===== src/rtl/alu_pkg.sv =====
// ---------------------------------------------------------------------------
// alu_pkg
// Shared types for the pipelined ALU slice:
//   alu_op_e     - operation select encoding driven on the sel port
//   alu_state_e  - control states of pipe_alu (idle / multiply in progress)
//   ALU_DEFAULT_WIDTH - default operand/result width
//   isMulOp()    - true for the only multi-cycle operation
// ---------------------------------------------------------------------------
package alu_pkg;

    localparam int ALU_DEFAULT_WIDTH = 4;

    typedef enum logic [2:0] {
        OP_ADD = 3'b000,
        OP_SUB = 3'b001,
        OP_AND = 3'b010,
        OP_OR  = 3'b011,
        OP_XOR = 3'b100,
        OP_SHL = 3'b101,
        OP_SHR = 3'b110,
        OP_MUL = 3'b111
    } alu_op_e;

    typedef enum logic {
        ST_IDLE     = 1'b0,
        ST_MUL_BUSY = 1'b1
    } alu_state_e;

    // Multiply is the only operation that goes through the iterative unit.
    function automatic logic isMulOp(input alu_op_e op);
        return (op == OP_MUL);
    endfunction

endpackage


===== src/rtl/alu_mul_seq.sv =====
// ---------------------------------------------------------------------------
// alu_mul_seq
// Unsigned shift-add multiplier, one partial product per clock.
// Ports:
//   clk, rst_n     - clock, asynchronous active-low reset
//   start          - load a/b and begin a multiply (ignored semantics while
//                    busy are the caller's responsibility)
//   a, b           - WIDTH-bit unsigned operands
//   done           - product is complete this cycle (one-cycle pulse)
//   product        - full 2*WIDTH-bit product, valid while done is high
// Timing: start sampled at edge k, done is high in the cycle ending at edge
// k+WIDTH, so the caller can register the product on that edge.
// ---------------------------------------------------------------------------
module alu_mul_seq #(
    parameter int WIDTH = 4
) (
    input  logic                 clk,
    input  logic                 rst_n,
    input  logic                 start,
    input  logic [WIDTH-1:0]     a,
    input  logic [WIDTH-1:0]     b,
    output logic                 done,
    output logic [2*WIDTH-1:0]   product
);

    localparam int CW = $clog2(WIDTH) + 1;

    logic [2*WIDTH-1:0] acc_q;
    logic [2*WIDTH-1:0] mcand_q;
    logic [WIDTH-1:0]   mplier_q;
    logic [CW-1:0]      count_q;
    logic               busy_q;

    // The first partial product (multiplier bit 0) is folded into the load
    // edge, so only WIDTH-1 further iterations are needed. That lets the
    // finished product sit in acc_q during the cycle before edge k+WIDTH,
    // where the top level registers it.
    always_ff @(posedge clk or negedge rst_n) begin
        if (!rst_n) begin
            acc_q    <= '0;
            mcand_q  <= '0;
            mplier_q <= '0;
            count_q  <= '0;
            busy_q   <= 1'b0;
        end else if (start) begin
            acc_q    <= b[0] ? {{WIDTH{1'b0}}, a} : '0;
            mcand_q  <= {{WIDTH{1'b0}}, a} << 1;
            mplier_q <= b >> 1;
            count_q  <= CW'(WIDTH - 1);
            busy_q   <= 1'b1;
        end else if (busy_q) begin
            if (count_q != '0) begin
                acc_q    <= acc_q + (mplier_q[0] ? mcand_q : '0);
                mcand_q  <= mcand_q << 1;
                mplier_q <= mplier_q >> 1;
                count_q  <= count_q - CW'(1);
            end else begin
                busy_q   <= 1'b0;
            end
        end
    end

    assign done    = busy_q && (count_q == '0);
    assign product = acc_q;

endmodule


===== src/rtl/pipe_alu.sv =====
// ---------------------------------------------------------------------------
// pipe_alu
// Single-entry pipelined ALU with valid/ready handshakes on both sides.
// Single-cycle ops load the result registers on the accept edge; MUL runs
// through alu_mul_seq and loads WIDTH edges after accept.
// Ports:
//   clk, rst_n           - clock, asynchronous active-low reset
//   in_valid / in_ready  - input handshake (a, b, sel transfer when both high)
//   a, b                 - WIDTH-bit operands
//   sel                  - operation, encoded as alu_pkg::alu_op_e
//   out_valid / out_ready- output handshake (y, c, z transfer when both high)
//   y                    - result
//   c                    - carry / borrow / shift-out / multiply overflow
//   z                    - result is zero
// ---------------------------------------------------------------------------
module pipe_alu #(
    parameter int WIDTH = alu_pkg::ALU_DEFAULT_WIDTH
) (
    input  logic             clk,
    input  logic             rst_n,
    input  logic             in_valid,
    output logic             in_ready,
    input  logic [WIDTH-1:0] a,
    input  logic [WIDTH-1:0] b,
    input  logic [2:0]       sel,
    output logic             out_valid,
    input  logic             out_ready,
    output logic [WIDTH-1:0] y,
    output logic             c,
    output logic             z
);

    import alu_pkg::*;

    localparam int SW = $clog2(WIDTH);

    alu_state_e          state_q;
    logic                outValid_q;
    logic [WIDTH-1:0]    y_q;
    logic                c_q;
    logic                z_q;

    alu_op_e             op;
    logic                accept;
    logic                mulStart;
    logic                mulDone;
    logic [2*WIDTH-1:0]  mulProduct;
    logic                loadResult;

    logic [WIDTH:0]      sumExt;
    logic [WIDTH:0]      shlExt;
    logic [WIDTH:0]      shrExt;
    logic [SW-1:0]       shAmt;
    logic [WIDTH-1:0]    aluY;
    logic                aluC;

    logic [WIDTH-1:0]    y_d;
    logic                c_d;
    logic                z_d;
    logic                outValid_d;

    assign op = alu_op_e'(sel);

    // The result register can take a new value when it is empty or being
    // drained this edge; a multiply in flight blocks new work entirely.
    assign in_ready   = (state_q == ST_IDLE) && (!outValid_q || out_ready);
    assign accept     = in_valid && in_ready;
    assign mulStart   = accept && isMulOp(op);
    assign loadResult = (accept && !isMulOp(op)) || ((state_q == ST_MUL_BUSY) && mulDone);

    alu_mul_seq #(
        .WIDTH (WIDTH)
    ) u_mul (
        .clk     (clk),
        .rst_n   (rst_n),
        .start   (mulStart),
        .a       (a),
        .b       (b),
        .done    (mulDone),
        .product (mulProduct)
    );

    // Single-cycle datapath. Shifts are done one bit wider than the operand
    // so the last bit shifted out lands in a fixed position (the extra MSB
    // for left, the extra LSB for right); a zero shift leaves that bit 0.
    always_comb begin
        sumExt = {1'b0, a} + {1'b0, b};
        shAmt  = b[SW-1:0];
        shlExt = {1'b0, a} << shAmt;
        shrExt = {a, 1'b0} >> shAmt;
        aluY   = '0;
        aluC   = 1'b0;
        case (op)
            OP_ADD: begin
                aluY = sumExt[WIDTH-1:0];
                aluC = sumExt[WIDTH];
            end
            OP_SUB: begin
                aluY = a - b;
                aluC = (a < b);
            end
            OP_AND: aluY = a & b;
            OP_OR:  aluY = a | b;
            OP_XOR: aluY = a ^ b;
            OP_SHL: begin
                aluY = shlExt[WIDTH-1:0];
                aluC = shlExt[WIDTH];
            end
            OP_SHR: begin
                aluY = shrExt[WIDTH:1];
                aluC = shrExt[0];
            end
            default: begin
                aluY = '0;
                aluC = 1'b0;
            end
        endcase
    end

    // Select what the result registers load: the multiplier product while a
    // multiply is finishing, otherwise the single-cycle datapath.
    always_comb begin
        if (state_q == ST_MUL_BUSY) begin
            y_d = mulProduct[WIDTH-1:0];
            c_d = |mulProduct[2*WIDTH-1:WIDTH];
        end else begin
            y_d = aluY;
            c_d = aluC;
        end
        z_d = (y_d == '0);

        if (loadResult) begin
            outValid_d = 1'b1;
        end else if (out_ready) begin
            outValid_d = 1'b0;
        end else begin
            outValid_d = outValid_q;
        end
    end

    // Control FSM and result registers. y/c/z only change on a load, so
    // they hold steady while the consumer stalls and keep the last value
    // after it has been consumed.
    always_ff @(posedge clk or negedge rst_n) begin
        if (!rst_n) begin
            state_q    <= ST_IDLE;
            outValid_q <= 1'b0;
            y_q        <= '0;
            c_q        <= 1'b0;
            z_q        <= 1'b0;
        end else begin
            case (state_q)
                ST_IDLE:     if (mulStart) state_q <= ST_MUL_BUSY;
                ST_MUL_BUSY: if (mulDone)  state_q <= ST_IDLE;
                default:                   state_q <= ST_IDLE;
            endcase
            outValid_q <= outValid_d;
            if (loadResult) begin
                y_q <= y_d;
                c_q <= c_d;
                z_q <= z_d;
            end
        end
    end

    assign out_valid = outValid_q;
    assign y         = y_q;
    assign c         = c_q;
    assign z         = z_q;

endmodule


===== config.mk =====
export PLATFORM = sky130hd
export DESIGN_NAME = pipe_alu
export DESIGN_NICKNAME = d
export VERILOG_FILES = /design/src/rtl/alu_pkg.sv /design/src/rtl/alu_mul_seq.sv /design/src/rtl/pipe_alu.sv
export SDC_FILE = /design/constraint.sdc
export NUM_CORES = 1
export LEC_CHECK = 0
export ABC_AREA = 1
export BUFFER_PORTS_ARGS = -buffer_cell sky130_fd_sc_hd__buf_2
export CAP_MARGIN = 20
export CORE_UTILIZATION = 54
export CTS_BUF_LIST = sky130_fd_sc_hd__clkbuf_16
export CTS_CLUSTER_DIAMETER = 30
export DETAILED_ROUTE_END_ITERATION = 7
export HOLD_SLACK_MARGIN = 0.06
export PLACE_DENSITY = 0.76
export SYNTH_ARGS = -nofsm -noshare
export SYNTH_HDL_FRONTEND = slang
export SYNTH_HIERARCHICAL = 1
export SYNTH_SLANG_ARGS = --single-unit
export TNS_END_PERCENT = 100

===== constraint.sdc =====
create_clock -name clk -period 1.6 [get_ports clk]
set_input_delay 0.16 -clock clk [delete_from_list [all_inputs] [get_ports clk]]
set_output_delay 0.16 -clock clk [all_outputs]
set_load 0.01 [all_outputs]

==> flow_metrics.env, run 1 <==
export IMPL_wl_met3_microns=356
export IMPL_worstMarginPinSlew_ns=0.707
export IMPL_fin_ws_ns=0.0202
export IMPL_synth_edf_count=0
export IMPL_antenna_found_initial=0
export IMPL_dp_cells=447
export IMPL_finalCritPeriodShare=0.987
export IMPL_ff2ff_path_depth=12
export IMPL_r2r_start="u_mul/count_q[0]"
export IMPL_synthMuxAreaShare=0
export IMPL_die_h_microns=70.5
export IMPL_vias=2591
export IMPL_r2r_end="z"
export IMPL_routed_via_density=5.58
export IMPL_p_leak_uw=0.00167
export IMPL_whs_path_depth=3
export IMPL_gp_congestion=0.899
export IMPL_clk_latency_ns=0.27
export IMPL_slew_headroom=0.528
export IMPL_synth_top_area_share=0.296
export IMPL_max_freq_mhz=633
export IMPL_routed_top_layer="met4"
export IMPL_dieArea_sq_mm=0.00497
export IMPL_drc=6
export IMPL_nets=450
export IMPL_maxSlewViolCount=0
export IMPL_setup_worst_path_end_class="register"
export IMPL_synthSimpleGateAreaFrac=0.306
export IMPL_overflow=0
export IMPL_tritoncts="built"
export IMPL_path_class="reg2reg"
export IMPL_ant_nets=0
export IMPL_synth_xor_area_frac=0
export IMPL_rows=24
export IMPL_skew_ns=0.00472
export IMPL_wl_met2_microns=3520
export IMPL_syn_area_sq_mm=0.00253
export IMPL_clock_sinks=30
export IMPL_ys_async_sr_fraction=1.00
export IMPL_synth_area_leaders="dfrtp_1 (30%), nand2_1 (14%), ha_1 (10%), inv_1 (8.0%), nand3_1 (7.9%)"
export IMPL_critPathRequiredTime_ns=1.81
export IMPL_drt_pass1_iterations=7
export IMPL_synth_nets=397
export IMPL_wl_per_cell_microns=14.7
export IMPL_arrival_ns=1.79
export IMPL_syn_inst=358
export IMPL_post_route_min_period_ns=1.58
export IMPL_clk_pin_slew_ns=0.05
export IMPL_final_cell_mix="nand2_1 (89), inv_1 (49), nand3_1 (39)"
export IMPL_dp_final_hpwl_microns=4670
export IMPL_rrSetupSlack_ns=0.02
export IMPL_synth_compound_area_frac=0.139
export IMPL_grt_max_degree=31
export IMPL_start_util=0.570
export IMPL_synth_area_per_cell_sq_um=7.08
export IMPL_final_common_cell="nand2_1"
export IMPL_track_usage=0.269
export IMPL_wirelength_microns=6810
export IMPL_instances_no_fill=464
export IMPL_yosysWarnings=6
export IMPL_worst_setup_path_start_kind="register"
export IMPL_cts_root_buffer="clkbuf_16"
export IMPL_rsz0062_at_grt="true"
export IMPL_synth_main_ff_cell="dfrtp_1"
export IMPL_first_iter_violations=232
export IMPL_hold_viol=0
export IMPL_synth_fa_ha_area_frac=0.127
export IMPL_antenna_cells=0
export IMPL_cts_max_level=2
export IMPL_cap_violations=0
export IMPL_port_buffers=22
export IMPL_worstHoldStart="b[3]"
export IMPL_grt_pass1_vias=2419
export IMPL_setup_violations=0
export IMPL_die_x_microns=70.5
export IMPL_max_vdd_ir_drop_uv=864
export IMPL_area_delta_synth_final_pct=25.4
export IMPL_hp_class="in2reg"
export IMPL_synth_seq_cells=30
export IMPL_wl_met1_microns=2720
export IMPL_clock_path_buffers=2
export IMPL_violations="design-rule violations"
export IMPL_cp_max_fo=5
export IMPL_seq_area_frac_synth=0.296
export IMPL_cts_buffers=5
export IMPL_grt_pass1_wl_microns=10500
export IMPL_core_sq_mm=0.00444
export IMPL_layout_drive_gt1_share=0.265
export IMPL_netlist_cell_type_count=35
export IMPL_yosys_area_top_type="dfrtp_1"
export IMPL_io_pins=23
export IMPL_dp_worst_setup_slack_ns=-0.147
export IMPL_status="finished with violations"
export IMPL_min_to="u_mul/mplier_q[2]"
export IMPL_synth_top_family_by_area="simple AND/OR/NAND/NOR gates"
export IMPL_p_per_area_mw_per_mm2=1300
-- cell type report --
cell class	count	area, sq um
Tap cell	52	65.1
Multi-Input combinational cell	256	1570
Clock inverter	3	12.5
Timing Repair Buffer	56	418
Clock buffer	5	125
Inverter	62	238
Fill cell	350	1270
Sequential cell	30	751
-- through the flow --
stage	area, sq um	hold WS (ns)	TNS, ns	power, uW	util
5_1_grt	3180	0.171	-0.307	4400	0.715
3_3_place_gp	2830	0.245	-0.435	2800	0.637
3_5_place_dp	2830	0.242	-0.498	2860	0.637
4_1_cts	3030	0.162	0	3870	0.682
2_1_floorplan	2540	-0.136	-0.00863	2390	-
6_report	3180	0.150	0	4120	0.715
-- what timing repair did --
action / in CTS / in global routing
hold buffers: 1 / 0
gates cloned: 0 / 1
buffers inserted: 3 / 4
pin swaps: 2 / 11
hold endpoints to repair: 30 / 0
resized for setup: 8 / 23
endpoints found under the setup margin: 3 / 14
-- cell families (layout without fill, tap and decap cells) --
logic type                 Yosys count  after routing
DFF                                 30             30
buffers and inverters               72            126
AOI/OAI and AO/OA                   58             58
adders and majority gates           24             24
and+or+nand+nor                    174            174
-- state kept, by name (all words and copies together) (netlist names) --
signal	flops
u_mul/mplier_q	3
z	1
u_mul/busy_q	1
c	1
state_q	1
u_mul/count_q	3
u_mul/product	8
out_valid	1
u_mul/mcand_q	7
y	4
-- worst max-delay path by stage --
stage	from	endpoint	cells after the start
floorplan	u_mul/mplier_q[0]	u_mul/product[7]	11
global placement	b[1]	y[3]	11
detailed placement	a[0]	y[2]	11
CTS	u_mul/mcand_q[1]	u_mul/product[7]	11
global route	u_mul/count_q[1]	z	12
finish	u_mul/count_q[0]	z	12
-- cells in the mapped netlist (3+ instances only) --
master and number:
nand2_1 95, buf_4 3, buf_6 6, nand3_1 40, o21ai_0 23, a21oi_2 3, fa_1 3, a31oi_1 3
o22ai_1 4, inv_2 6, inv_1 54, a21oi_1 12, nor2_1 26, nand3_2 3, dfrtp_1 30, o21ai_1 3
ha_1 21, o21a_1 3
-- where the power goes --
part           switching, uW  internal (uW)
sequential               224           1060
clock                    321            561
combinational           1100            862
total                   1640           2480
-- worst max-delay path, cell delays in order, from the launching register on --
cell and delay [ns]:
dfrtp_1 0.38, inv_2 0.09, ha_4 0.14, ha_4 0.13
nand2_2 0.05, inv_2 0.06, inv_1 0.04, o21a_4 0.21
nor2_4 0.09, nand2_2 0.07, nor2_2 0.11, nand3_1 0.09
nand2_1 0.06
-- metal layers --
metal	GRT usage	vias up
met5	0	-
met4	0.0862	0
met3	0.0418	21
met2	0.484	98
met1	0.329	1223
li1	-	1249
(Power assumes the default switching activity.)
==> run 2, diff against run 1 <==
- PLACE_DENSITY: 0.76 -> 0.77
- SYNTH_HIERARCHICAL: 1 -> default
==> flow_metrics.env, run 2 <==
export IMPL_yosysMostFrequentCell="nand2_1"
export IMPL_max_freq_mhz=530
export IMPL_worstMarginPinSlew_ns=0.684
export IMPL_cts_max_level=2
export IMPL_max_vdd_ir_drop_uv=962
export IMPL_path_class="reg2reg"
export IMPL_synth_area_per_cell_sq_um=7.32
export IMPL_power_total_uw=3990
export IMPL_dp_final_hpwl_microns=4480
export IMPL_worst_setup_path_start_kind="register"
export IMPL_cts_buffers=5
export IMPL_final_common_cell="nand2_1"
export IMPL_synth_nets=374
export IMPL_ys_async_sr_fraction=1.00
export IMPL_antenna_cells=0
export IMPL_synthMuxAreaShare=0
export IMPL_io_pins=23
export IMPL_yosysWarnings=0
export IMPL_synth_compound_area_frac=0.119
export IMPL_synth_top_area_share=0.306
export IMPL_whs_path_depth=2
export IMPL_antenna_found_initial=0
export IMPL_drc=0
export IMPL_vias=2494
export IMPL_tritoncts="built"
export IMPL_post_route_min_period_ns=1.89
export IMPL_maxSlewViolCount=0
export IMPL_layout_drive_gt1_share=0.327
export IMPL_p_leak_uw=0.00166
export IMPL_grt_max_degree=31
export IMPL_largest_reg_flops=8
export IMPL_violations="negative setup slack"
export IMPL_final_cell_mix="nand2_1 (86), buf_4 (39), inv_1 (35)"
export IMPL_port_buffers=22
export IMPL_setup_worst_path_end_class="register"
export IMPL_syn_inst=335
export IMPL_die_x_microns=69.4
export IMPL_cpPeakStageDelay_ns=0.38
export IMPL_ant_nets=0
export IMPL_gp_congestion=0.965
export IMPL_setup_violations=4
export IMPL_synth_seq_cells=30
export IMPL_p_per_area_mw_per_mm2=1260
export IMPL_area_delta_synth_final_pct=29.1
export IMPL_arrival_ns=2.08
export IMPL_postLayoutCellArea_sq_mm=0.00317
export IMPL_finalSetupTns_ns=-0.883
export IMPL_rsz0062_at_grt="true"
export IMPL_nets=435
export IMPL_wirelength_microns=6580
export IMPL_yosys_area_top_type="dfrtp_1"
export IMPL_cp_max_fo=2
export IMPL_core_sq_mm=0.00435
export IMPL_drt_pass1_iterations=6
export IMPL_synth_edf_count=0
export IMPL_timing_critical_path_mode_cell="buf_4"
export IMPL_wl_per_cell_microns=14.7
export IMPL_synth_fa_ha_area_frac=0.132
export IMPL_worst_path_max_delay_cell="dfrtp_1"
export IMPL_routed_via_density=5.55
export IMPL_finalCritPeriodShare=1.18
export IMPL_synthSimpleGateAreaFrac=0.325
export IMPL_ff2ff_path_depth=12
export IMPL_rows=24
export IMPL_cap_violations=0
export IMPL_grt_pass1_vias=2265
export IMPL_clock_path_buffers=2
export IMPL_start_util=0.563
export IMPL_synth_area_leaders="dfrtp_1 (31%), nand2_1 (14%), ha_1 (11%), inv_1 (5.8%), nand3_1 (5.7%)"
export IMPL_clk_latency_ns=0.28
export IMPL_critPathRequiredTime_ns=1.79
export IMPL_synth_xor_area_frac=0.0107
export IMPL_netlist_cell_type_count=37
export IMPL_track_usage=0.270
export IMPL_hold_viol=0
export IMPL_status="finished with violations"
export IMPL_dieArea_sq_mm=0.00481
export IMPL_cts_root_buffer="clkbuf_16"
export IMPL_synth_commonest_cells="nand2_1 (94), inv_1 (38), dfrtp_1 (30), nand3_1 (28), nor2_1 (25)"
export IMPL_grt_pass1_wl_microns=10300
export IMPL_overflow=0
export IMPL_slew_headroom=0.544
export IMPL_hp_class="in2reg"
export IMPL_die_h_microns=69.4
export IMPL_skew_ns=0.00467
export IMPL_dpl_cell_area_sq_mm=0.00282
export IMPL_seq_area_frac_synth=0.306
export IMPL_synth_main_ff_cell="dfrtp_1"
export IMPL_first_iter_violations=279
export IMPL_nFillCells=301
export IMPL_syn_area_sq_mm=0.00245
export IMPL_clock_sinks=30
export IMPL_path_cells="nand2_1 > inv_1 > ha_2 > fa_2 > nand3_2 > nand3_2 > nand2_2 > buf_4 > buf_4 > buf_4 > nand2_1 > o21ai_1"
export IMPL_synth_top_family_by_area="simple AND/OR/NAND/NOR gates"
export IMPL_fin_ws_ns=-0.287
export IMPL_clk_pin_slew_ns=0.05
==> run 2: changes by cell type after synthesis, sizes merged, moves of 5 or more <==
cell   delta
o21ai    -14
inv      -12
nand2     +5
nand4     +5
nand3    -12
==> run 2: cells by family (layout without fill, tap and decap cells) <==
logic type	count (synthesis)	in the layout
and+or+nand+nor	173	173
buffers and inverters	59	121
AOI/OAI and AO/OA	46	46
DFF	30	30
adders and majority gates	24	24
xor gates and xnor gates	3	3
==> run 2: report_power, final <==
part	total, uW	internal [uW]	leakage, uW	switching, uW
Combinational	1880	793	0.00121	1090
Sequential	1240	1040	0.000385	201
Clock	873	560	0.0000724	313
==> run 2: final timing paths <==
| path | from | slack [ns] | to |
|---|---|---|---|
| min reg2reg | u_mul.count_q[0] | 0.47 | u_mul.count_q[0] |
| min in group asynchronous | rst_n | 0.46 | u_mul.product[0] |
| max | u_mul.mplier_q[0] | -0.29 | u_mul.product[5] |
| max in group asynchronous | rst_n | 0.69 | u_mul.mplier_q[2] |
| max reg2reg | u_mul.mplier_q[0] | -0.29 | u_mul.product[5] |
| min | out_ready | 0.08 | out_valid |
==> run 2: area by class of cell <==
class	count	area, sq um	area share
Clock buffer	5	125	0.0395
Clock inverter	3	12.5	0.00395
Inverter	50	193	0.0609
Multi-Input combinational cell	246	1590	0.502
Sequential cell	30	751	0.237
Tap cell	52	65.1	0.0206
Timing Repair Buffer	63	430	0.136
==> run 2: timing repair <==
action,in CTS,in global routing
gates resized for setup,5,29
setup buffers,6,3
setup endpoints to repair,4,10
cloned,0,0
pin swaps,5,13
hold buffers,1,0
hold endpoints to repair,30,0
==> run 2: worst max-delay path: cells and delay by family (launching register included) <==
kind | cells | cell delay, ns
buffers and inverters | 4 | 0.33
and+or+nand+nor | 5 | 0.41
adders and majority gates | 2 | 0.53
DFF | 1 | 0.38
AOI/OAI and AO/OA | 1 | 0.16
==> run 2: through the flow <==
| stage | hold WS [ns] | setup WS (ns) | utilization | instances |
|---|---|---|---|---|
| 2_1_floorplan | -0.136 | -0.209 | - | 335 |
| 3_3_place_gp | 0.227 | -0.129 | 0.649 | 432 |
| 3_5_place_dp | 0.248 | -0.250 | 0.649 | 432 |
| 4_1_cts | 0.0728 | -0.163 | 0.695 | 447 |
| 5_1_grt | 0.112 | -0.383 | 0.727 | 449 |
| 6_report | 0.0778 | -0.287 | 0.727 | 449 |
==> run 2: per-layer routing <==
layer	wire, microns	GRT usage	vias to the layer above
met4	120	0.0998	0
met1	2990	0.364	1188
met5	0	0	-
met3	278	0.0451	14
met2	3190	0.436	83
li1	-	-	1209
==> run 3, diff against run 2 <==
- REMOVE_ABC_BUFFERS: default -> 1
==> flow_metrics.env, run 3 (synthesized netlist as in run 2, its figures left out) <==
export IMPL_cts_root_buffer="clkbuf_16"
export IMPL_p_leak_uw=0.00167
export IMPL_overflow=0
export IMPL_rsz0062_at_grt="true"
export IMPL_area_delta_synth_final_pct=28.0
export IMPL_track_usage=0.280
export IMPL_whs_path_depth=2
export IMPL_core_sq_mm=0.00435
export IMPL_nFillCells=330
export IMPL_r2r_start="u_mul.mplier_q[0]"
export IMPL_rrSetupSlack_ns=-0.22
export IMPL_routed_via_density=5.49
export IMPL_worstHoldStart="out_ready"
export IMPL_cpPeakStageDelay_ns=0.38
export IMPL_final_common_cell="nand2_1"
export IMPL_port_buffers=22
export IMPL_wl_per_cell_microns=13.9
export IMPL_postLayoutCoreUtil=0.721
export IMPL_antenna_cells=0
export IMPL_grt_pass1_vias=2388
export IMPL_maxSlewViolCount=0
export IMPL_grt_pass1_wl_microns=10700
export IMPL_antenna_found_initial=0
export IMPL_path_cells="nand2_1 > inv_2 > ha_4 > fa_2 > nand3_2 > nand3_2 > buf_4 > buf_4 > buf_4 > nor2_2 > o21ai_1"
export IMPL_setup_violations=5
export IMPL_status="finished with violations"
export IMPL_gp_congestion=0.977
export IMPL_max_vdd_ir_drop_uv=1010
export IMPL_finalCritPeriodShare=1.14
export IMPL_die_h_microns=69.4
export IMPL_post_route_min_period_ns=1.82
export IMPL_hp_class="in2reg"
export IMPL_worst_setup_path_start_kind="register"
export IMPL_nets=442
export IMPL_timing_critical_path_mode_cell="buf_4"
export IMPL_ff2ff_path_depth=11
export IMPL_clk_latency_ns=0.28
export IMPL_crit_buf_inv=4
export IMPL_largest_reg_flops=8
export IMPL_r2r_end="u_mul.product[5]"
export IMPL_cp_top_family="adder cells"
export IMPL_min_to="out_valid"
export IMPL_violations="negative setup slack"
export IMPL_layout_drive_gt1_share=0.324
export IMPL_clk_pin_slew_ns=0.05
export IMPL_io_pins=23
export IMPL_drc=0
export IMPL_die_x_microns=69.4
export IMPL_cap_violations=0
export IMPL_first_iter_violations=139
export IMPL_dieArea_sq_mm=0.00481
export IMPL_cts_max_level=2
export IMPL_hold_viol=0
export IMPL_critPathRequiredTime_ns=1.77
export IMPL_start_util=0.563
export IMPL_vias=2503
export IMPL_setup_worst_path_end_class="register"
export IMPL_max_freq_mhz=551
export IMPL_p_per_area_mw_per_mm2=1270
export IMPL_cts_buffers=5
export IMPL_clock_path_buffers=2
export IMPL_grt_max_degree=31
export IMPL_final_cell_mix="nand2_1 (90), buf_4 (47), inv_1 (33)"
export IMPL_rows=24
export IMPL_power_total_uw=3990
export IMPL_clock_sinks=30
export IMPL_dp_worst_setup_slack_ns=-0.277
export IMPL_arrival_ns=1.98
export IMPL_worstMarginPinSlew_ns=0.649
export IMPL_fin_ws_ns=-0.216
export IMPL_path_class="reg2reg"
export IMPL_drt_pass1_iterations=4
export IMPL_wirelength_microns=6320
export IMPL_cp_max_fo=2
export IMPL_worst_path_max_delay_cell="dfrtp_1"
export IMPL_ant_nets=0
export IMPL_slew_headroom=0.567
export IMPL_skew_ns=0.00633
export IMPL_tritoncts="built"
export IMPL_dp_final_hpwl_microns=4560
run 3: cell type report:
type / count / area (sq um) / area share
Sequential cell: 30 / 751 / 0.239
Inverter: 50 / 193 / 0.0614
Multi-Input combinational cell: 246 / 1520 / 0.483
Clock inverter: 3 / 16.3 / 0.00518
Clock buffer: 5 / 125 / 0.0399
Tap cell: 52 / 65.1 / 0.0207
Timing Repair Buffer: 70 / 473 / 0.151
run 3: report_power, final:
group          leakage, uW  internal, uW  switching [uW]
Combinational      0.00122           811            1050
Clock            0.0000672           566             327
Sequential        0.000385          1040             198
Total              0.00167          2410            1570
run 3: worst max-delay path by stage:
stage / end / startpoint / slack (ns) / cells after the start
final: u_mul.product[5] / u_mul.mplier_q[0] / -0.22 / 11
after floorplan: u_mul.product[7] / u_mul.mplier_q[0] / -0.26 / 12
after global routing: u_mul.product[6] / u_mul.mplier_q[0] / -0.31 / 13
after detailed placement: u_mul.product[7] / u_mul.mplier_q[0] / -0.28 / 12
after CTS: u_mul.product[6] / u_mul.mplier_q[0] / -0.18 / 13
after global placement: u_mul.product[7] / u_mul.mcand_q[1] / -0.22 / 12
run 3: repair_timing:
item / 4_1_cts / 5_1_grt
buffers inserted: 3 / 6
endpoints found under the hold margin: 30 / 0
cloned: 0 / 0
gates resized for setup: 9 / 19
endpoints found under the setup margin: 5 / 15
pin swaps: 6 / 6
hold buffers: 1 / 0
run 3: per-layer routing:
metal	vias up	share of wire	global-route usage
met5	-	0	0
met4	0	0.010	0.0748
met3	8	0.060	0.0640
met2	92	0.49	0.453
met1	1183	0.44	0.377
li1	1220	-	-
run 3: metrics by stage:
step / cell area, sq um / std cells / setup TNS (ns) / hold slack, ns
2_1_floorplan: 2380 / 326 / -0.263 / -0.136
3_3_place_gp: 2840 / 438 / -0.743 / 0.224
3_5_place_dp: 2840 / 438 / -0.948 / 0.223
4_1_cts: 3040 / 450 / -0.646 / 0.0843
5_1_grt: 3140 / 456 / -1.54 / 0.103
6_report: 3140 / 456 / -0.838 / 0.0792
